<file path="src/rtl/adc_word_serializer.sv">
// Parallel-to-serial shifter for ADC sample words: one word per handshake, CLK_DIV clocks per bit, channel/frame markers.
// Bit 0 appears the cycle after the handshake; in_ready is high only in IDLE or the last cycle of a word.
module adc_word_serializer #(
   parameter int DATA_W     = 16,
   parameter int CHANNELS   = 8,
   parameter int CLK_DIV    = 4,
   parameter bit MSB_FIRST  = 1'b0,
   parameter bit IDLE_LEVEL = 1'b0,
   localparam int CH_W      = (CHANNELS > 1) ? $clog2(CHANNELS) : 1
) (
   input  logic              clk,
   input  logic              reset,
   input  logic              in_valid,
   output logic              in_ready,
   input  logic [DATA_W-1:0] in_data,
   input  logic              frame_rst,
   output logic              serial_data_out,
   output logic              bit_strobe,
   output logic              frame_sync,
   output logic              word_done,
   output logic [CH_W-1:0]   chan_idx,
   output logic              busy
);

   localparam int BC_W = $clog2(DATA_W);
   localparam int DV_W = (CLK_DIV > 1) ? $clog2(CLK_DIV) : 1;
   localparam logic [BC_W-1:0] BIT_LAST = BC_W'(DATA_W - 1);
   localparam logic [DV_W-1:0] DIV_LAST = DV_W'(CLK_DIV - 1);
   localparam logic [CH_W-1:0] CH_LAST  = CH_W'(CHANNELS - 1);

   typedef enum logic {S_IDLE, S_SHIFT} state_t;

   state_t            state_q, state_d;
   logic [DATA_W-1:0] shreg_q, shreg_d;
   logic [BC_W-1:0]   bit_cnt_q, bit_cnt_d;
   logic [DV_W-1:0]   div_cnt_q, div_cnt_d;
   logic [CH_W-1:0]   chan_q, chan_d;
   logic              sdo_q, sdo_d;
   logic              strobe_q, strobe_d;
   logic              fsync_q, fsync_d;

   logic              bit_end, last_cyc, load;
   logic [DATA_W-1:0] shifted;

   function automatic logic first_bit(input logic [DATA_W-1:0] w);
      return MSB_FIRST ? w[DATA_W-1] : w[0];
   endfunction

   assign bit_end  = (state_q == S_SHIFT) && (div_cnt_q == DIV_LAST);
   assign last_cyc = bit_end && (bit_cnt_q == BIT_LAST);
   assign in_ready = reset && ((state_q == S_IDLE) || last_cyc);
   assign load     = in_valid && in_ready;
   assign shifted  = MSB_FIRST ? (shreg_q << 1) : (shreg_q >> 1);

   always_comb begin
      state_d   = state_q;
      shreg_d   = shreg_q;
      bit_cnt_d = bit_cnt_q;
      div_cnt_d = div_cnt_q;
      sdo_d     = sdo_q;
      strobe_d  = 1'b0;
      fsync_d   = 1'b0;

      // frame_rst wins over the word_done increment
      if (frame_rst)
         chan_d = '0;
      else if (last_cyc)
         chan_d = (chan_q == CH_LAST) ? '0 : chan_q + 1'b1;
      else
         chan_d = chan_q;

      if (load) begin
         state_d   = S_SHIFT;
         shreg_d   = in_data;
         bit_cnt_d = '0;
         div_cnt_d = '0;
         sdo_d     = first_bit(in_data);
         strobe_d  = 1'b1;
         fsync_d   = (chan_d == '0);
      end else if (last_cyc) begin
         state_d   = S_IDLE;
         bit_cnt_d = '0;
         div_cnt_d = '0;
         sdo_d     = IDLE_LEVEL;
      end else if (bit_end) begin
         shreg_d   = shifted;
         bit_cnt_d = bit_cnt_q + 1'b1;
         div_cnt_d = '0;
         sdo_d     = first_bit(shifted);
         strobe_d  = 1'b1;
      end else if (state_q == S_SHIFT) begin
         div_cnt_d = div_cnt_q + 1'b1;
      end
   end

   always_ff @(posedge clk or negedge reset) begin
      if (!reset) begin
         state_q   <= S_IDLE;
         shreg_q   <= '0;
         bit_cnt_q <= '0;
         div_cnt_q <= '0;
         chan_q    <= '0;
         sdo_q     <= IDLE_LEVEL;
         strobe_q  <= 1'b0;
         fsync_q   <= 1'b0;
      end else begin
         state_q   <= state_d;
         shreg_q   <= shreg_d;
         bit_cnt_q <= bit_cnt_d;
         div_cnt_q <= div_cnt_d;
         chan_q    <= chan_d;
         sdo_q     <= sdo_d;
         strobe_q  <= strobe_d;
         fsync_q   <= fsync_d;
      end
   end

   assign serial_data_out = sdo_q;
   assign bit_strobe      = strobe_q;
   assign frame_sync      = fsync_q;
   assign word_done       = last_cyc;
   assign chan_idx        = chan_q;
   assign busy            = (state_q == S_SHIFT);

endmodule

</file>
<file path="config.mk">
export PLATFORM = sky130hd
export DESIGN_NAME = adc_word_serializer
export DESIGN_NICKNAME = d
export VERILOG_FILES = /design/src/rtl/adc_word_serializer.sv
export SDC_FILE = /design/constraint.sdc
export NUM_CORES = 1
export LEC_CHECK = 0
export BUFFER_PORTS_ARGS = -buffer_cell sky130_fd_sc_hd__buf_2
export CAP_MARGIN = 40
export CELL_PAD_IN_SITES_DETAIL_PLACEMENT = 0
export CELL_PAD_IN_SITES_GLOBAL_PLACEMENT = 1
export CORE_MARGIN = 2
export CORE_UTILIZATION = 36
export DETAILED_ROUTE_END_ITERATION = 10
export MAX_ROUTING_LAYER = met4
export PLACE_DENSITY = 0.8
export SYNTH_ARGS = -nofsm -noshare
export SYNTH_HDL_FRONTEND = slang
export SYNTH_SLANG_ARGS = --single-unit
export TNS_END_PERCENT = 5
</file>
<file path="constraint.sdc">
create_clock -name clk -period 1.45 [get_ports clk]
set_clock_uncertainty 0.15 [all_clocks]
set_input_delay 0.145 -clock clk [delete_from_list [all_inputs] [get_ports clk]]
set_output_delay 0.145 -clock clk [all_outputs]
set_load 0.05 [all_outputs]
</file>
==> run_results.csv <==
group,metric,value,unit
setup_path,regToRegEndpoint,"shreg_q[11]$_DFFE_PN0P_",
timing,setup_ws,-0.2281,ns
clocking,cts_max_level,1,
timing,grt_setup_unrepaired,"true",
cells_and_area,multi_input_comb_area,713.2,sq um
global_route,via_count_of_the_first_global_routing_pass,1289,
hold_path,timing.hold.worst.class,"primary input to register",
pwr,pwr_density_cell,1595,nW/um^2
pwr,report.power.total,3.354,mW
route,detail_route.wirelength,3416,um
timing,setup_viol,26,
floorplanning,core.rowCount,22,
cells_and_area,design_area,2102,sq um
cells_and_area,seqCellArea,705.7,sq um
logic_synthesis,synth_cells,149,
cells_and_area,finish.cell_count_without_fillers,266,
flow_run,max-cap-violations,0,
clocking,clock_path_buffers,2,
cells_and_area,post_route_cells_drive_above_1_share,38.07,%
timing,share_of_the_clock_period_used_by_the_worst_path_after_layout,115.7,%
hold_path,hold_path_depth,3,
floorplanning,core,3633,sq um
hold_path,worst_hold_startpoint,"in_data[2]",
setup_path,critical_path_buf_inv_count,1,
route,routed-via-count,1307,
hold_path,hold_ep,"shreg_q[2]$_DFFE_PN0P_",
timing,final.min_clock_period,1.678,ns
setup_path,rrSetupSlack,-0.22,ns
clocking,worstSkewPairLatency,0.27,ns
cells_and_area,antenna-diode-count,0,
cells_and_area,flow.area_growth_from_synthesis,56.42,%
global_route,global_route.overflow_total,0,
clocking,clkSinkCount,28,
timing,tightest_slew,0.6116,ns
cells_and_area,num-fill-cells,358,
clocking,cts_bufs_inserted,3,
placed_design,placed_area,1715,sq um
logic_synthesis,synth-seq-cells,28,
logic_synthesis,synth_warnings,0,
timing,slew_headroom,59.09,%
placed_design,place.detailed.hpwl,2309,um
route,drtIter0Drc,43,
timing,max_freq,0.5959,GHz
floorplanning,die_height,65.10,um
setup_path,crit_cells,5,
status,violations,"negative setup slack",
floorplanning,initial_core_util,36.98,%
placed_design,gp_routability_congestion,0.7539,
floorplanning,io-pin-count,29,
floorplanning,chipWidth,65.10,um
setup_path,critical_path.slowest_cell,"dfrtp_1",
setup_path,cp.arrival,1.38,ns
global_route,grt.total_usage,18.32,%
setup_path,worst_path_dominant_cell_family,"flip-flops",
timing,maxSlewViolCount,0,
placed_design,count_of_input_and_output_buffers,28,
placed_design,dpl_worst_slack,-0.2606,ns
clocking,clk_root_buffer_cell,"clkbuf_8",
pwr,vdd.ir_drop.worst,708.2,uV
route,detail-route-antenna-nets,0,
status,run_status,"complete, but fails checks",
global_route,grt_start_max_net_pins,30,
placed_design,dp.cells,239,
cells_and_area,nNetsFinal,243,
setup_path,setup.worst_path.end_class,"output port",
route,drt_pass1_iterations,4,
logic_synthesis,synthesis.area,1344,sq um
setup_path,critical_path_peak_fanout,4,
clocking,tritoncts,"built",
setup_path,timing.critical_path.cells,"ha_4, nand4_4, nand2_2, and2_4, buf_8",
logic_synthesis,synth.yosys.seq_area_share,52.14,%
logic_synthesis,syn-num-nets,173,
global_route,initial_antenna_violation_count,0,
global_route,grt_first_pass_wirelength,5775,um
setup_path,critPathLaunchType,"register",
route,avgViaCountPerCell,4.914,
cells_and_area,final_core_util,57.85,%
setup_path,crit_type,"register to output port",
floorplanning,die_area,4237,sq um
route,wire_per_inst,12.84,um
setup_path,timing.rr.start,"bit_cnt_q[0]$_DFFE_PN0P_",
logic_synthesis,synthesis.area_per_instance,9.019,sq um
route,drc,0,
setup_path,worst-endpoint-required,1.15,ns
pwr,power.static_leakage,0.9636,nW
setup_path,r2r.worst_path.cells,7,
timing,hold_viol_final,0,
logic_synthesis,synthDistinctLibCells,28,
setup_path,critical_path.max_stage_delay,0.41,ns
clocking,path_clk_slew,0.10,ns
-- state kept, by name, summed over array words and instances, names as in the netlist --
signal           cells
shreg_q             15
bit_strobe           1
bit_cnt_q            4
busy                 1
serial_data_out      1
div_cnt_q            2
chan_idx             3
frame_sync           1
-- worst reg2reg max path, cell delays in order (launching register included) --
cell       delay, ns
dfrtp_1         0.43
ha_4            0.20
buf_6           0.12
and3_4          0.16
nor2_4          0.17
clkbuf_16       0.17
nand2_1         0.05
a31oi_1         0.15
-- what timing repair did --
action / CTS / global route
hold buffers: 17 / 0
setup buffers: 4 / 1
gates cloned: 0 / 1
endpoints found under the setup margin: 29 / 29
gates resized for setup: 14 / 14
endpoints found under the hold margin: 45 / 0
pin swaps: 4 / 12
-- cells in the final DEF, fill, tap and decap left out, types with 5 or more instances in the layout --
cell	instances
nand2_2	6
buf_2	25
nor3_1	6
a31oi_1	11
nor2_1	19
dfrtp_1	24
a21oi_1	5
buf_4	21
dlygate4sd3_1	17
nand2_1	35
-- where the power goes --
part | switching, mW | internal, mW | leakage [nW] | total [mW]
Clock | 0.236 | 0.197 | 0.0228 | 0.433
Sequential | 0.241 | 1.11 | 0.342 | 1.35
Combinational | 0.803 | 0.770 | 0.599 | 1.57
-- Yosys cell counts --
library cell,count,area [sq um]
nand3_1,4,20.02
nand2_1,39,146.4
buf_2,2,10.01
nor3_1,6,30.03
o21ai_0,4,20.02
buf_4,2,15.01
or3_1,1,6.260
a21oi_1,7,35.03
nor2_1,20,75.07
o211ai_1,1,7.510
a21o_1,1,7.510
nand4b_1,1,8.760
a211oi_1,1,7.510
buf_6,2,22.52
o21ai_1,1,5.000
nor4_1,1,6.260
xor2_1,1,8.760
nor2_4,1,11.26
and3_1,1,6.260
dfrtp_1,28,700.7
nand4_2,1,12.51
and2_1,2,12.51
ha_1,4,50.05
mux2i_1,1,10.01
a31oi_1,11,68.82
a21oi_2,1,8.760
nand2_2,2,12.51
o22ai_1,3,18.77
-- cell families (layout without fill, tap and decap cells) --
family | Yosys count | after routing | share of synthesized area [%]
simple gates | 79 | 79 | 25.89
compound gates | 30 | 30 | 13.32
flops | 28 | 28 | 52.14
buf+inv | 6 | 75 | 3.538
fa+ha+maj | 4 | 4 | 3.725
xor+xnor | 1 | 1 | 0.6519
mux | 1 | 1 | 0.7449
-- layer usage --
layer,GRT usage [%],vias up,share of wire [%]
met1,23.34,637,45
met5,-,-,0
li1,-,650,-
met3,2.568,2,2.4
met4,5.469,0,0.47
met2,30.67,18,52
-- area by class of cell --
cell class / count / area share [%]
Timing Repair Buffer: 71 / 27.50
Tap cell: 48 / 2.857
Sequential cell: 28 / 33.57
Clock buffer: 4 / 2.143
Multi-Input combinational cell: 115 / 33.93
-- per-stage QoR --
| step | TNS (ns) | hold slack (ns) |
|---|---|---|
| after global placement | -3.200 | -0.02028 |
| after detailed placement | -5.160 | -0.006383 |
| after global routing | -5.540 | 0.005560 |
| final | -3.660 | 0.006965 |
| after CTS | -3.766 | 0.006663 |
| after floorplan | -2.494 | -0.3006 |
-- how the worst max path moves through the flow --
stage	from	end	slack, ns
2_1_floorplan	chan_idx[0]$_DFF_PN0_	frame_sync$_DFF_PN0_	-0.17
3_3_place_gp	bit_cnt_q[1]$_DFFE_PN0P_	shreg_q[2]$_DFFE_PN0P_	-0.16
6_report	bit_cnt_q[0]$_DFFE_PN0P_	in_ready	-0.23
3_5_place_dp	bit_cnt_q[1]$_DFFE_PN0P_	shreg_q[2]$_DFFE_PN0P_	-0.26
5_1_grt	bit_cnt_q[0]$_DFFE_PN0P_	in_ready	-0.29
4_1_cts	bit_cnt_q[1]$_DFFE_PN0P_	shreg_q[10]$_DFFE_PN0P_	-0.23
No activity file was read; power rests on OpenSTA's default activity.
